File: src/rtl/connect4_win_detector.sv
`default_nettype none
// ============================================================================
// Module   : connect4_win_detector
// Desc     : Scans the board one anchor per cycle after each drop, reporting a win or draw.
//            Optional macro WIN_MASK_HIGHLIGHT_EN adds the winning-cell mask register.
// Revision : 1.0
// ============================================================================
module connect4_win_detector #(
  parameter int ROWS          = 6,
  parameter int COLS          = 7,
  parameter int WIN_LEN       = 4,
  parameter int SETTLE_CYCLES = 1
) (
  input  logic                 clk,
  input  logic                 rst_n,
  input  logic                 drop_en,
  input  logic [1:0]           grid [0:ROWS-1][0:COLS-1],
  output logic                 busy,
  output logic                 check_done,
  output logic                 game_over,
  output logic [1:0]           winner,
  output logic                 draw,
  output logic [2:0]           win_row,
  output logic [2:0]           win_col,
  output logic [1:0]           win_dir,
  output logic [ROWS*COLS-1:0] win_mask
);

  localparam logic [2:0] c_SETTLE   = 3'(SETTLE_CYCLES);
  localparam logic [2:0] c_LAST_ROW = 3'(ROWS - 1);
  localparam logic [2:0] c_LAST_COL = 3'(COLS - 1);

  typedef enum logic [1:0] {
    S_IDLE = 2'd0,
    S_WAIT = 2'd1,
    S_SCAN = 2'd2,
    S_OVER = 2'd3
  } state_t;

  // Direction steps: 0 right, 1 down, 2 down-right, 3 down-left
  function automatic int f_dr(input int d);
    return (d == 0) ? 0 : 1;
  endfunction

  function automatic int f_dc(input int d);
    return (d == 1) ? 0 : ((d == 3) ? -1 : 1);
  endfunction

  state_t     r_state, w_state_next;
  logic [2:0] r_settle, w_settle_next;
  logic [2:0] r_row, w_row_next;
  logic [2:0] r_col, w_col_next;
  logic       r_pending, w_pending_next;
  logic       r_check_done, w_check_done_next;
  logic       r_game_over, w_game_over_next;
  logic [1:0] r_winner, w_winner_next;
  logic       r_draw, w_draw_next;
  logic [2:0] r_win_row, w_win_row_next;
  logic [2:0] r_win_col, w_win_col_next;
  logic [1:0] r_win_dir, w_win_dir_next;

  logic [1:0] w_anchor;
  logic [3:0] w_hit;
  logic       w_any_hit;
  logic [1:0] w_hit_dir;
  logic       w_row0_full;
  logic       w_last;

`ifdef WIN_MASK_HIGHLIGHT_EN
  localparam logic [ROWS*COLS-1:0] c_ONE = {{(ROWS*COLS-1){1'b0}}, 1'b1};
  logic [ROWS*COLS-1:0] w_line_mask [4];
  logic [ROWS*COLS-1:0] w_hit_mask;
  logic [ROWS*COLS-1:0] r_win_mask, w_win_mask_next;
`endif

  // All four lines from the current anchor are evaluated in parallel.
  always_comb begin
    int rr;
    int cc;
    rr          = 0;
    cc          = 0;
    w_anchor    = grid[r_row][r_col];
    w_hit       = '0;
    w_hit_dir   = 2'd0;
    w_row0_full = 1'b1;
`ifdef WIN_MASK_HIGHLIGHT_EN
    for (int d = 0; d < 4; d++) w_line_mask[d] = '0;
`endif
    for (int d = 0; d < 4; d++) begin
      w_hit[d] = (w_anchor == 2'b01) || (w_anchor == 2'b10);
      for (int i = 0; i < WIN_LEN; i++) begin
        rr = int'(r_row) + f_dr(d) * i;
        cc = int'(r_col) + f_dc(d) * i;
        if (rr >= ROWS || cc < 0 || cc >= COLS) begin
          w_hit[d] = 1'b0;
        end else begin
          if (grid[rr[2:0]][cc[2:0]] != w_anchor) w_hit[d] = 1'b0;
`ifdef WIN_MASK_HIGHLIGHT_EN
          w_line_mask[d] = w_line_mask[d] | (c_ONE << (rr * COLS + cc));
`endif
        end
      end
    end
    for (int d = 3; d >= 0; d--) begin
      if (w_hit[d]) w_hit_dir = 2'(d);
    end
    for (int c = 0; c < COLS; c++) begin
      if (grid[3'd0][3'(c)] == 2'b00) w_row0_full = 1'b0;
    end
  end

  assign w_any_hit = |w_hit;
  assign w_last    = (r_row == c_LAST_ROW) && (r_col == c_LAST_COL);

`ifdef WIN_MASK_HIGHLIGHT_EN
  assign w_hit_mask = w_line_mask[w_hit_dir];
`endif

  always_comb begin
    w_state_next      = r_state;
    w_settle_next     = r_settle;
    w_row_next        = r_row;
    w_col_next        = r_col;
    w_pending_next    = r_pending;
    w_check_done_next = 1'b0;
    w_game_over_next  = r_game_over;
    w_winner_next     = r_winner;
    w_draw_next       = r_draw;
    w_win_row_next    = r_win_row;
    w_win_col_next    = r_win_col;
    w_win_dir_next    = r_win_dir;
`ifdef WIN_MASK_HIGHLIGHT_EN
    w_win_mask_next   = r_win_mask;
`endif
    case (r_state)
      S_IDLE: begin
        if (drop_en) begin
          w_state_next  = S_WAIT;
          w_settle_next = 3'd0;
        end
      end
      S_WAIT: begin
        if (drop_en) w_pending_next = 1'b1;
        if (r_settle == c_SETTLE) begin
          w_state_next = S_SCAN;
          w_row_next   = 3'd0;
          w_col_next   = 3'd0;
        end else begin
          w_settle_next = r_settle + 3'd1;
        end
      end
      S_SCAN: begin
        if (drop_en) w_pending_next = 1'b1;
        if (w_any_hit) begin
          w_state_next      = S_OVER;
          w_check_done_next = 1'b1;
          w_game_over_next  = 1'b1;
          w_pending_next    = 1'b0;
          w_winner_next     = w_anchor;
          w_win_row_next    = r_row;
          w_win_col_next    = r_col;
          w_win_dir_next    = w_hit_dir;
`ifdef WIN_MASK_HIGHLIGHT_EN
          w_win_mask_next   = w_hit_mask;
`endif
        end else if (w_last) begin
          w_check_done_next = 1'b1;
          w_pending_next    = 1'b0;
          if (w_row0_full) begin
            w_state_next     = S_OVER;
            w_draw_next      = 1'b1;
            w_game_over_next = 1'b1;
          end else if (r_pending || drop_en) begin
            // A drop that lands on the final scan cycle still earns a rescan.
            w_state_next  = S_WAIT;
            w_settle_next = 3'd0;
          end else begin
            w_state_next = S_IDLE;
          end
        end else if (r_col == c_LAST_COL) begin
          w_col_next = 3'd0;
          w_row_next = r_row + 3'd1;
        end else begin
          w_col_next = r_col + 3'd1;
        end
      end
      S_OVER: begin
        w_state_next = S_OVER;
      end
      default: w_state_next = S_IDLE;
    endcase
  end

  always_ff @(posedge clk or posedge rst_n) begin
    if (rst_n) begin
      r_state      <= S_IDLE;
      r_settle     <= 3'd0;
      r_row        <= 3'd0;
      r_col        <= 3'd0;
      r_pending    <= 1'b0;
      r_check_done <= 1'b0;
      r_game_over  <= 1'b0;
      r_winner     <= 2'b00;
      r_draw       <= 1'b0;
      r_win_row    <= 3'd0;
      r_win_col    <= 3'd0;
      r_win_dir    <= 2'd0;
    end else begin
      r_state      <= w_state_next;
      r_settle     <= w_settle_next;
      r_row        <= w_row_next;
      r_col        <= w_col_next;
      r_pending    <= w_pending_next;
      r_check_done <= w_check_done_next;
      r_game_over  <= w_game_over_next;
      r_winner     <= w_winner_next;
      r_draw       <= w_draw_next;
      r_win_row    <= w_win_row_next;
      r_win_col    <= w_win_col_next;
      r_win_dir    <= w_win_dir_next;
    end
  end

`ifdef WIN_MASK_HIGHLIGHT_EN
  always_ff @(posedge clk or posedge rst_n) begin
    if (rst_n) r_win_mask <= '0;
    else       r_win_mask <= w_win_mask_next;
  end
  assign win_mask = r_win_mask;
`else
  assign win_mask = '0;
`endif

  assign busy       = (r_state == S_WAIT) || (r_state == S_SCAN);
  assign check_done = r_check_done;
  assign game_over  = r_game_over;
  assign winner     = r_winner;
  assign draw       = r_draw;
  assign win_row    = r_win_row;
  assign win_col    = r_win_col;
  assign win_dir    = r_win_dir;

endmodule
`default_nettype wire

File: config.mk
export PLATFORM = sky130hd
export DESIGN_NAME = connect4_win_detector
export DESIGN_NICKNAME = d
export VERILOG_FILES = /design/src/rtl/connect4_win_detector.sv
export SDC_FILE = /design/constraint.sdc
export NUM_CORES = 1
export LEC_CHECK = 0
export CAP_MARGIN = 10
export CORE_MARGIN = 2
export CORE_UTILIZATION = 30
export CTS_CLUSTER_SIZE = 24
export DETAILED_ROUTE_END_ITERATION = 8
export GPL_TIMING_DRIVEN = 0
export PLACE_DENSITY = 0.57
export SLEW_MARGIN = 10
export SYNTH_ARGS = -nofsm -noshare
export SYNTH_HDL_FRONTEND = slang
export SYNTH_SLANG_ARGS = --single-unit
File: constraint.sdc
create_clock -name clk -period 7.1 [get_ports clk]
set_input_delay 2.13 -clock clk [delete_from_list [all_inputs] [get_ports clk]]
set_output_delay 2.13 -clock clk [all_outputs]
set_load 0.005 [all_outputs]
==> results of run 1 <==
-- sequential cells by signal (all words and copies together) (netlist names), 2 cells and up --
register  cells
winner        2
r_settle      3
r_col         3
win_col       3
r_row         3
win_row       3
win_dir       2
r_state       2
-- worst register-to-register path, delay by kind of cell, from the launching register on --
kind                     cells  cell delay [ns]
multiplexers                 1             0.31
adder cells (fa/ha/maj)      1             0.29
AO/OA/AOI/OAI                3             0.75
buffers and inverters        8             3.48
flip-flops                   1             0.47
AND/OR/NAND/NOR              5             1.37
-- power by group through the flow --
stage,clock network (mW),logic (mW),registers [mW]
2_1_floorplan,0,2.26,0.220
3_3_place_gp,0,3.22,0.233
3_5_place_dp,0,3.21,0.235
4_1_cts,0.131,3.22,0.232
5_1_grt,0.137,3.51,0.237
6_report,0.128,3.31,0.232
-- layer usage --
layer	wire length, um	vias to the layer above	share of wire [%]	track usage [%]
met1	10750	3186	42	31.48
met4	986	0	3.9	7.212
met2	11360	435	45	36.05
met3	2358	73	9.3	3.920
li1	-	2984	-	-
met5	0	-	0	0
-- per-stage QoR --
stage	power [mW]	worst slack (ns)	instance area, sq um	util (%)
final	3.675	0.3271	7744	38.27
after global routing	3.885	0.009538	7744	38.27
after CTS	3.585	0.3794	7744	38.27
after detailed placement	3.445	0.3983	7664	37.87
after global placement	3.452	0.3570	7664	37.87
after floorplan	2.485	1.682	6325	-
-- worst max path at each step --
stage / startpoint / end / slack [ns] / cells after the start
global placement: r_col[0] / win_row[2] / 0.36 / 18
CTS: r_col[0] / win_row[2] / 0.38 / 18
detailed placement: r_col[0] / win_row[2] / 0.40 / 18
floorplan: grid[3] / win_col[0] / 1.68 / 11
global route: r_col[0] / winner[0] / 0.01 / 18
finish: r_col[0] / win_row[2] / 0.33 / 18
-- layout by cell type, fill, tap and decap left out, types with 21 or more instances in the layout --
cell type and count:
clkdlybuf4s50_1 100, mux2i_1 52, mux4_2 49, nand2_1 49, buf_4 47, nor2_1 46, conb_1 42, nand3_1 28
ha_1 28, clkbuf_1 27, dfrtp_1 25, o21ai_0 24, nor3_1 22, a21oi_1 21, a22oi_1 21
-- cell families (layout without fill, tap and decap cells) --
family                     after synthesis  after routing  synth area share (%)
other                                    1             42               0.06077
DFF                                     25             25                 10.14
adders and majority gates               28             28                 5.677
muxes                                  129            129                 31.85
buffers and inverters                  120            224                 11.64
xor gates and xnor gates                 5              5                0.8315
AOI/OAI and AO/OA                      194            194                 23.07
and+or+nand+nor                        206            206                 16.73
-- area by class of cell --
class                   instances  share of cell area (%)
multi-input cells             604                   64.32
well taps                     270                   4.363
flip-flops and latches         25                   8.079
plain buffers                  97                   8.160
clock buffers                   3                  0.9695
clock inverters                 1                 0.06463
inverters                      23                   1.115
repair buffers                100                   12.93
==> reports/metrics.csv, run 1 <==
stage,metric,value,unit
worst_setup_path,cpPeakStageDelay,0.72,ns
clock_network,cts_root_buf,clkbuf_16,
synthesis,ys_seq_area_share,10.14,%
synthesis,synth_top_area_cell,mux4_2,
clock_network,insertion_delay,0.26,ns
clock_network,clk_path_buf_depth,2,
power_and_ir_drop,switchingPower,2.095,mW
sta,timing.hold.ws,0.4620,ns
worst_setup_path,worstReg2RegStart,r_col[0],
detailed_routing,post_drt_via_cell_ratio,5.947,
power_and_ir_drop,p_int,1.580,mW
global_routing,grt_pass1_wl,38310,um
detailed_routing,vias,6678,
sta,finalSetupViolations,0,
synthesis,async_flop_share,100.0,%
global_routing,grt_max_degree,26,
worst_setup_path,startpoint_type,flip-flop,
synthesis,synth_area,6171,sq um
floorplan,die_w,147.4,um
floorplan,die_y,147.4,um
detailed_routing,wl,25460,um
synthesis,synth-edff-count,0,
synthesis,synth_most_common_cell,mux2i_1,
finish,drive_above_1_share,19.23,%
sta,min_period,6.773,ns
clock_network,hold_buffers,0,
sta,relSlewSlack,32.34,%
power_and_ir_drop,clkPwrFrac,3.5,%
floorplan,core_area,20230,sq um
synthesis,synth_top_cells_by_area,"mux4_2, dfrtp_1, mux2i_1",
detailed_routing,drt-pass1-iter-count,5,
worst_setup_path,crit_top_cell,clkbuf_1,
synthesis,post_synth.cell_area_avg,8.716,sq um
floorplan,initial_core_util,30.50,%
sta,fin_crit_sh,95.39,%
finish,multi_input_area,4981,sq um
detailed_routing,drc_errors,0,
clock_network,clkTransAtPathRegs,0.07,ns
synthesis,synthFlopType,dfrtp_1,
worst_setup_path,r2r_slack,0.33,ns
clock_network,cts_sinks,25,
global_routing,overflow,0,
worst_setup_path,path_class,flip-flop to flip-flop,
worst_setup_path,reg2regPathDepth,18,
synthesis,syn_inst,708,
min_path,min_path_type,flip-flop to flip-flop,
sta,finalClockSkew,0.001867,ns
clock_network,cts.repair.resized,0,
synthesis,synth_warnings,0,
synthesis,synthDistinctLibCells,75,
worst_setup_path,path_delay_family,buffers and inverters,
worst_setup_path,r2r-end,win_row[2],
sta,fmax,147.6,MHz
run,max_cap_violations,0,
power_and_ir_drop,cellPowerDensity,474.5,nW/um^2
power_and_ir_drop,p_seq_share,6.3,%
sta,worstMarginPinSlew,1.014,ns
finish,post_layout_nonfiller_instances,1123,
clock_network,h-tree-depth,1,
detailed_routing,routedWlPerCell,22.67,um
finish,nets,969,
sta,tns,0,ns
worst_setup_path,arrival,6.92,ns
global_routing,track_usage,22.68,%
placed_design,dp.cells,1119,
synthesis,ys_ff_latch,25,
finish,nFillCells,2085,
clock_network,cts_setup_buffers,0,
placed_design,place.detailed.hpwl,20840,um
power_and_ir_drop,swShare,57.00,%
global_routing,antenna_found_initial,0,
synthesis,yosys.area.top_type_share,17.88,%
worst_setup_path,crit_path_end_kind,flip-flop,
global_routing,grt_pass1_vias,6202,
sta,hold_viol_final,0,
worst_setup_path,critPathBufInv,8,
min_path,whs_endpoint,game_over,
detailed_routing,antenna_left,0,
sta,slew_violations,0,
power_and_ir_drop,leakagePower,3.047,nW
finish,syn2layout_area_growth,25.49,%
worst_setup_path,cp.required,7.25,ns
floorplan,rows,52,
sta,rsz0062_at_grt,false,
placed_design,portBuffers,100,
floorplan,die_area,21730,sq um
clock_network,cts_buffers,3,
power_and_ir_drop,peakVddDrop,0.1654,mV
worst_setup_path,crit_chain,clkbuf_1 > inv_1 > clkbuf_1 > clkbuf_1 > clkbuf_1 > ha_1 > clkbuf_1 > clkbuf_1 > nand2_1 > nor2_1 > nand4b_1 > o311ai_0 > or4b_2 > o22ai_1 > and3_1 > o21a_4 > buf_8 > mux2_4,
finish,regArea,625.6,sq um
detailed_routing,dr.first_iter.drc_count,721,
run_status,status,completed,
worst_setup_path,crit_fanout,12,
min_path,min_from,game_over,
min_path,whs_path_depth,1,
placed_design,gp_congestion,0.9558,
synthesis,yosys-top-cells-count,"mux2i_1, mux4_2, nand2_1",
power_and_ir_drop,pwr-share-comb,90.2,%
finish,diodes,0,
floorplan,ioPinCount,143,
clock_network,cts_tree,built,
worst_setup_path,cpMaxStageDelayCell,or4b_2,
No activity file was read; power rests on OpenSTA's default activity.
==> run 2: changes to the inputs <==
Settings changed: ABC_CLOCK_PERIOD_IN_PS from default to 7100, CORE_UTILIZATION 30 to 55, PLACE_DENSITY 0.57 to default, PLACE_DENSITY_LB_ADDON from default to 0.1.
==> reports/metrics.csv, run 2 (same netlist as run 1, synthesis figures left out) <==
stage,metric,value,unit,change
power_and_ir_drop,leakagePower,3.028,nW,-0.63%
floorplan,die_area,12080,sq um,-44%
finish,fin_area,7550,sq um,-2.5%
floorplan,ioPinCount,143,,unchanged
sta,finalClockSkew,0.007845,ns,+0.005979 ns
sta,fin_crit_sh,95.87,%,+0.48 points
global_routing,grt_max_degree,26,,unchanged
finish,post_layout_nonfiller_instances,993,,-12%
floorplan,initial_core_util,56.68,%,+26 points
clock_network,hold_buffers,0,,unchanged
clock_network,cts_buffers,3,,unchanged
global_routing,overflow,0,,unchanged
global_routing,grt_pass1_wl,38430,um,+0.31%
clock_network,clkTransAtPathRegs,0.10,ns,+0.03 ns
clock_network,cts_root_buf,clkbuf_8,,
worst_setup_path,crit_path_end_kind,flip-flop,,
power_and_ir_drop,design_power_total,3.668,mW,-0.18%
sta,rsz0062_at_grt,false,,
sta,slew_violations,0,,unchanged
min_path,whs_path_depth,1,,unchanged
worst_setup_path,worstReg2RegStart,r_col[0],,
worst_setup_path,crit_fanout,12,,unchanged
detailed_routing,antenna_left,0,,unchanged
worst_setup_path,path_class,flip-flop to flip-flop,,
run_status,status,completed,,
clock_network,cts_tree,built,,
floorplan,die_w,109.9,um,-25%
power_and_ir_drop,peakVddDrop,0.3345,mV,+100%
placed_design,dp.cells,989,,-12%
run,max_cap_violations,0,,unchanged
global_routing,track_usage,42.24,%,+20 points
finish,regArea,625.6,sq um,unchanged
clock_network,cts_sinks,25,,unchanged
floorplan,die_y,109.9,um,-25%
clock_network,h-tree-depth,1,,unchanged
detailed_routing,routedWlPerCell,25.57,um,+13%
placed_design,pre_cts_slack,0.5923,ns,+0.1940 ns
detailed_routing,drt-pass1-iter-count,9,,+4
detailed_routing,drc_errors,0,,unchanged
worst_setup_path,r2r-end,r_settle[0],,
min_path,whs_endpoint,draw,,
detailed_routing,vias,7201,,+7.8%
placed_design,gp_congestion,1.065,,+11%
finish,drive_above_1_share,19.23,%,unchanged
global_routing,antenna_found_initial,0,,unchanged
floorplan,core_area,10890,sq um,-46%
sta,fin_ws,0.2933,ns,-0.03379 ns
sta,relSlewSlack,32.91,%,+0.57 points
sta,hold_viol_final,0,,unchanged
sta,timing.hold.ws,0.5108,ns,+0.04881 ns
placed_design,place_area,7501,sq um,-2.1%
finish,nets,969,,unchanged
detailed_routing,post_drt_via_cell_ratio,7.252,,+22%
sta,min_period,6.807,ns,+0.03379 ns
sta,fmax,146.9,MHz,-0.50%
min_path,min_path_type,flip-flop to flip-flop,,
finish,final_cell_mix,"clkdlybuf4s50_1, mux2i_1, mux4_2, nand2_1, buf_4",,
finish,nFillCells,845,,-59%
global_routing,grt_pass1_vias,6876,,+11%
finish,diodes,0,,unchanged
finish,syn2layout_area_growth,22.34,%,
worst_setup_path,arrival,6.98,ns,+0.06 ns
worst_setup_path,startpoint_type,flip-flop,,
finish,multi_input_area,4981,sq um,unchanged
placed_design,portBuffers,100,,unchanged
detailed_routing,wl,25390,um,-0.26%
sta,tns,0,ns,unchanged
power_and_ir_drop,cellPowerDensity,485.9,nW/um^2,+2.4%
placed_design,place.detailed.hpwl,20270,um,-2.7%
finish,final_util,69.34,%,+31 points
worst_setup_path,reg2regPathDepth,18,,unchanged
clock_network,insertion_delay,0.29,ns,+0.03 ns
worst_setup_path,r2r_slack,0.29,ns,-0.03 ns
detailed_routing,dr.first_iter.drc_count,1039,,+44%
sta,worstMarginPinSlew,1.005,ns,-0.008553 ns
worst_setup_path,cp.required,7.28,ns,+0.03 ns
clock_network,cts_setup_buffers,0,,unchanged
min_path,min_from,draw,,
clock_network,clk_path_buf_depth,2,,unchanged
clock_network,cts.repair.resized,0,,unchanged
finish,final_common_cell,clkdlybuf4s50_1,,
floorplan,rows,38,,-27%
sta,finalSetupViolations,0,,unchanged
[run 2: cell types whose count changed in the layout (fill, tap and decap cells not counted), sizes merged]
cell      previous run  this run
clkinvlp             0         1
clkinv               3         2
[run 2: power by group]
part | internal (mW) | total [mW] | switching, mW
logic | 1.32 | 3.34 | 2.02
registers | 0.184 | 0.234 | 0.0508
clock network | 0.0402 | 0.0946 | 0.0545
total | 1.55 | 3.67 | 2.12
[run 2: routing by layer]
| metal | up-vias | part of all wire [%] | routed length [um] | track usage (%) |
|---|---|---|---|---|
| li1 | 3003 | - | - | - |
| met1 | 3364 | 36 | 9238 | 55.70 |
| met2 | 721 | 44 | 11230 | 64.90 |
| met3 | 113 | 15 | 3883 | 13.04 |
| met4 | 0 | 4.1 | 1035 | 15.82 |
| met5 | - | 0 | 0 | 0 |
[run 2: worst max path at each step]
| stage | to | depth (start not counted) | startpoint | slack, ns |
|---|---|---|---|---|
| floorplan | win_col[0] | 11 | grid[3] | 1.68 |
| global placement | r_settle[0] | 18 | r_col[0] | 0.66 |
| detailed placement | r_settle[0] | 18 | r_col[0] | 0.59 |
| CTS | r_settle[0] | 18 | r_col[0] | 0.54 |
| global route | r_settle[0] | 18 | r_col[0] | 0.08 |
| finish | r_settle[0] | 18 | r_col[0] | 0.29 |
[run 2: worst max-delay path: stages, from the launching register on]
cell,delay [ns]
dfrtp_1,0.50
clkbuf_1,0.36
inv_1,0.19
clkbuf_1,0.59
clkbuf_1,0.53
clkbuf_1,0.58
ha_1,0.29
clkbuf_1,0.56
clkbuf_1,0.47
nand2_1,0.13
nor2_1,0.11
nand4b_1,0.11
o311ai_0,0.23
or4b_2,0.74
o22ai_1,0.26
and3_1,0.35
o31ai_1,0.19
nand2_1,0.17
mux2_1,0.34
[run 2: layout make-up]
class	instances	area share, %
inverters	23	1.144
clock inverters	1	0.09944
well taps	140	2.320
repair buffers	100	13.26
clock buffers	3	0.5469
plain buffers	97	8.369
flip-flops and latches	25	8.286
multi-input cells	604	65.98
==> run 3: changes to the inputs <==
Settings changed: CELL_PAD_IN_SITES_DETAIL_PLACEMENT from default to 1, CELL_PAD_IN_SITES_GLOBAL_PLACEMENT from default to 2, CORE_UTILIZATION 55 to 33.
==> reports/metrics.csv, run 3 (same netlist as run 1, synthesis figures left out) <==
stage,metric,value,unit,change
run_status,status,completed,,
detailed_routing,wl,29460,um,+16%
floorplan,die_y,140.7,um,+28%
clock_network,clk_path_buf_depth,2,,unchanged
worst_setup_path,reg2regPathDepth,18,,unchanged
worst_setup_path,r2r_slack,0.33,ns,+0.04 ns
worst_setup_path,worstReg2RegStart,r_col[0],,
min_path,whs_path_depth,1,,unchanged
power_and_ir_drop,cellPowerDensity,494.5,nW/um^2,+1.8%
floorplan,die_w,140.7,um,+28%
worst_setup_path,startpoint_type,flip-flop,,
min_path,min_path_type,flip-flop to flip-flop,,
sta,slew_violations,0,,unchanged
finish,final_cell_mix,"clkdlybuf4s50_1, mux2i_1, mux4_2, nand2_1, buf_4",,
sta,worstMarginPinSlew,1.056,ns,+0.05071 ns
clock_network,cts_buffers,3,,unchanged
worst_setup_path,crit_path_end_kind,flip-flop,,
worst_setup_path,crit_fanout,12,,unchanged
clock_network,cts_sinks,25,,unchanged
power_and_ir_drop,peakVddDrop,0.1812,mV,-46%
global_routing,grt_max_degree,26,,unchanged
detailed_routing,antenna_left,0,,unchanged
detailed_routing,post_drt_via_cell_ratio,6.299,,-13%
power_and_ir_drop,leakagePower,3.050,nW,+0.73%
min_path,whs_endpoint,game_over,,
sta,rsz0062_at_grt,false,,
sta,finalSetupViolations,0,,unchanged
floorplan,rows,50,,+32%
finish,fin_area,7700,sq um,+2.0%
floorplan,ioPinCount,143,,unchanged
clock_network,clkTransAtPathRegs,0.07,ns,-0.03 ns
finish,post_layout_nonfiller_instances,1087,,+9.5%
placed_design,dp.cells,1083,,+9.5%
placed_design,place_area,7619,sq um,+1.6%
detailed_routing,drc_errors,0,,unchanged
clock_network,insertion_delay,0.27,ns,-0.02 ns
global_routing,antenna_found_initial,0,,unchanged
worst_setup_path,cp.required,7.26,ns,-0.02 ns
sta,min_period,6.768,ns,-0.03874 ns
detailed_routing,drt-pass1-iter-count,7,,-2
placed_design,gp_congestion,0.9628,,-9.6%
placed_design,place.detailed.hpwl,24110,um,+19%
clock_network,hold_buffers,0,,unchanged
worst_setup_path,arrival,6.92,ns,-0.06 ns
finish,nets,969,,unchanged
global_routing,grt_pass1_vias,7151,,+4.0%
detailed_routing,routedWlPerCell,27.10,um,+6.0%
finish,drive_above_1_share,19.34,%,+0.12 points
worst_setup_path,path_class,flip-flop to flip-flop,,
placed_design,portBuffers,100,,unchanged
clock_network,cts_root_buf,clkbuf_16,,
sta,relSlewSlack,29.52,%,-3.4 points
detailed_routing,dr.first_iter.drc_count,496,,-52%
finish,syn2layout_area_growth,24.78,%,
detailed_routing,vias,6847,,-4.9%
sta,tns,0,ns,unchanged
power_and_ir_drop,design_power_total,3.808,mW,+3.8%
sta,fmax,147.8,MHz,+0.57%
floorplan,core_area,18520,sq um,+70%
clock_network,cts_tree,built,,
floorplan,die_area,19810,sq um,+64%
sta,finalClockSkew,0.006055,ns,-0.001790 ns
finish,final_common_cell,clkdlybuf4s50_1,,
global_routing,grt_pass1_wl,44000,um,+15%
global_routing,track_usage,29.24,%,-13 points
sta,fin_crit_sh,95.32,%,-0.55 points
sta,hold_viol_final,0,,unchanged
run,max_cap_violations,0,,unchanged
worst_setup_path,r2r-end,r_settle[0],,
floorplan,initial_core_util,33.32,%,-23 points
finish,diodes,0,,unchanged
min_path,min_from,game_over,,
clock_network,h-tree-depth,1,,unchanged
global_routing,overflow,0,,unchanged
==> run 3: changes by cell type in the layout (fill, tap and decap cells not counted), sizes merged <==
cell and delta:
clkinv +1, clkinvlp -1
==> run 3: per-stage QoR <==
step | util [%] | hold slack, ns | setup WS, ns
2_1_floorplan | - | 0.4510 | 1.682
3_3_place_gp | 41.14 | 0.4511 | 0.1821
3_5_place_dp | 41.14 | 0.4509 | 0.2192
4_1_cts | 41.57 | 0.4794 | 0.2006
5_1_grt | 41.58 | 0.4971 | 0.02496
6_report | 41.58 | 0.4702 | 0.3321
==> run 3: area by class of cell <==
type                       count  area [sq um]
fill                        2211         10820
multi-input combinational    604          4981
timing repair buffer         100          1001
buffer                        97         633.1
sequential                    25         625.6
tap                          234         292.8
inverter                      23         86.33
clock buffer                   3         75.07
clock inverter                 1         5.005
==> run 3: per-layer routing <==
metal / part of all wire [%] / GRT usage [%] / up-vias
li1: - / - / 2990
met1: 43 / 38.38 / 3436
met2: 46 / 47.96 / 355
met3: 6.5 / 4.959 / 66
met4: 4.8 / 11.84 / 0
met5: 0 / 0 / -
==> run 3: how the worst max path moves through the flow <==
stage                         from           to  slack, ns  depth (start not counted)
after global routing      r_col[0]  r_settle[0]       0.02                         18
after floorplan            grid[3]   win_col[0]       1.68                         11
after detailed placement  r_col[0]  r_settle[0]       0.22                         18
after global placement    r_col[0]   win_col[2]       0.18                         18
after CTS                 r_col[0]  r_settle[0]       0.20                         18
final                     r_col[0]  r_settle[0]       0.33                         18
==> run 3: where the power goes <==
group	leakage, nW	switching [mW]	internal [mW]	total (mW)
Sequential	0.327	0.0512	0.184	0.235
Combinational	2.68	2.12	1.32	3.44
Clock	0.0409	0.0551	0.0762	0.131
==> run 3: what timing repair did <==
item / 4_1_cts / 5_1_grt
gates resized for setup: 0 / 2
setup buffers: 0 / 0
endpoints found under the setup margin: 0 / 18
==> run 3: critical path: stages (launching register included) <==
cell and delay, ns:
dfrtp_1 0.47, clkbuf_1 0.38, inv_1 0.20, clkbuf_1 0.58, clkbuf_1 0.59, clkbuf_2 0.47, ha_1 0.23, clkbuf_1 0.55
clkbuf_1 0.53, nand2_1 0.15, nor2_1 0.12, nand4b_1 0.11, o311ai_0 0.17, or4b_2 0.70, o22ai_1 0.36, and3_1 0.35
o31ai_1 0.17, nand2_1 0.17, mux2_1 0.33
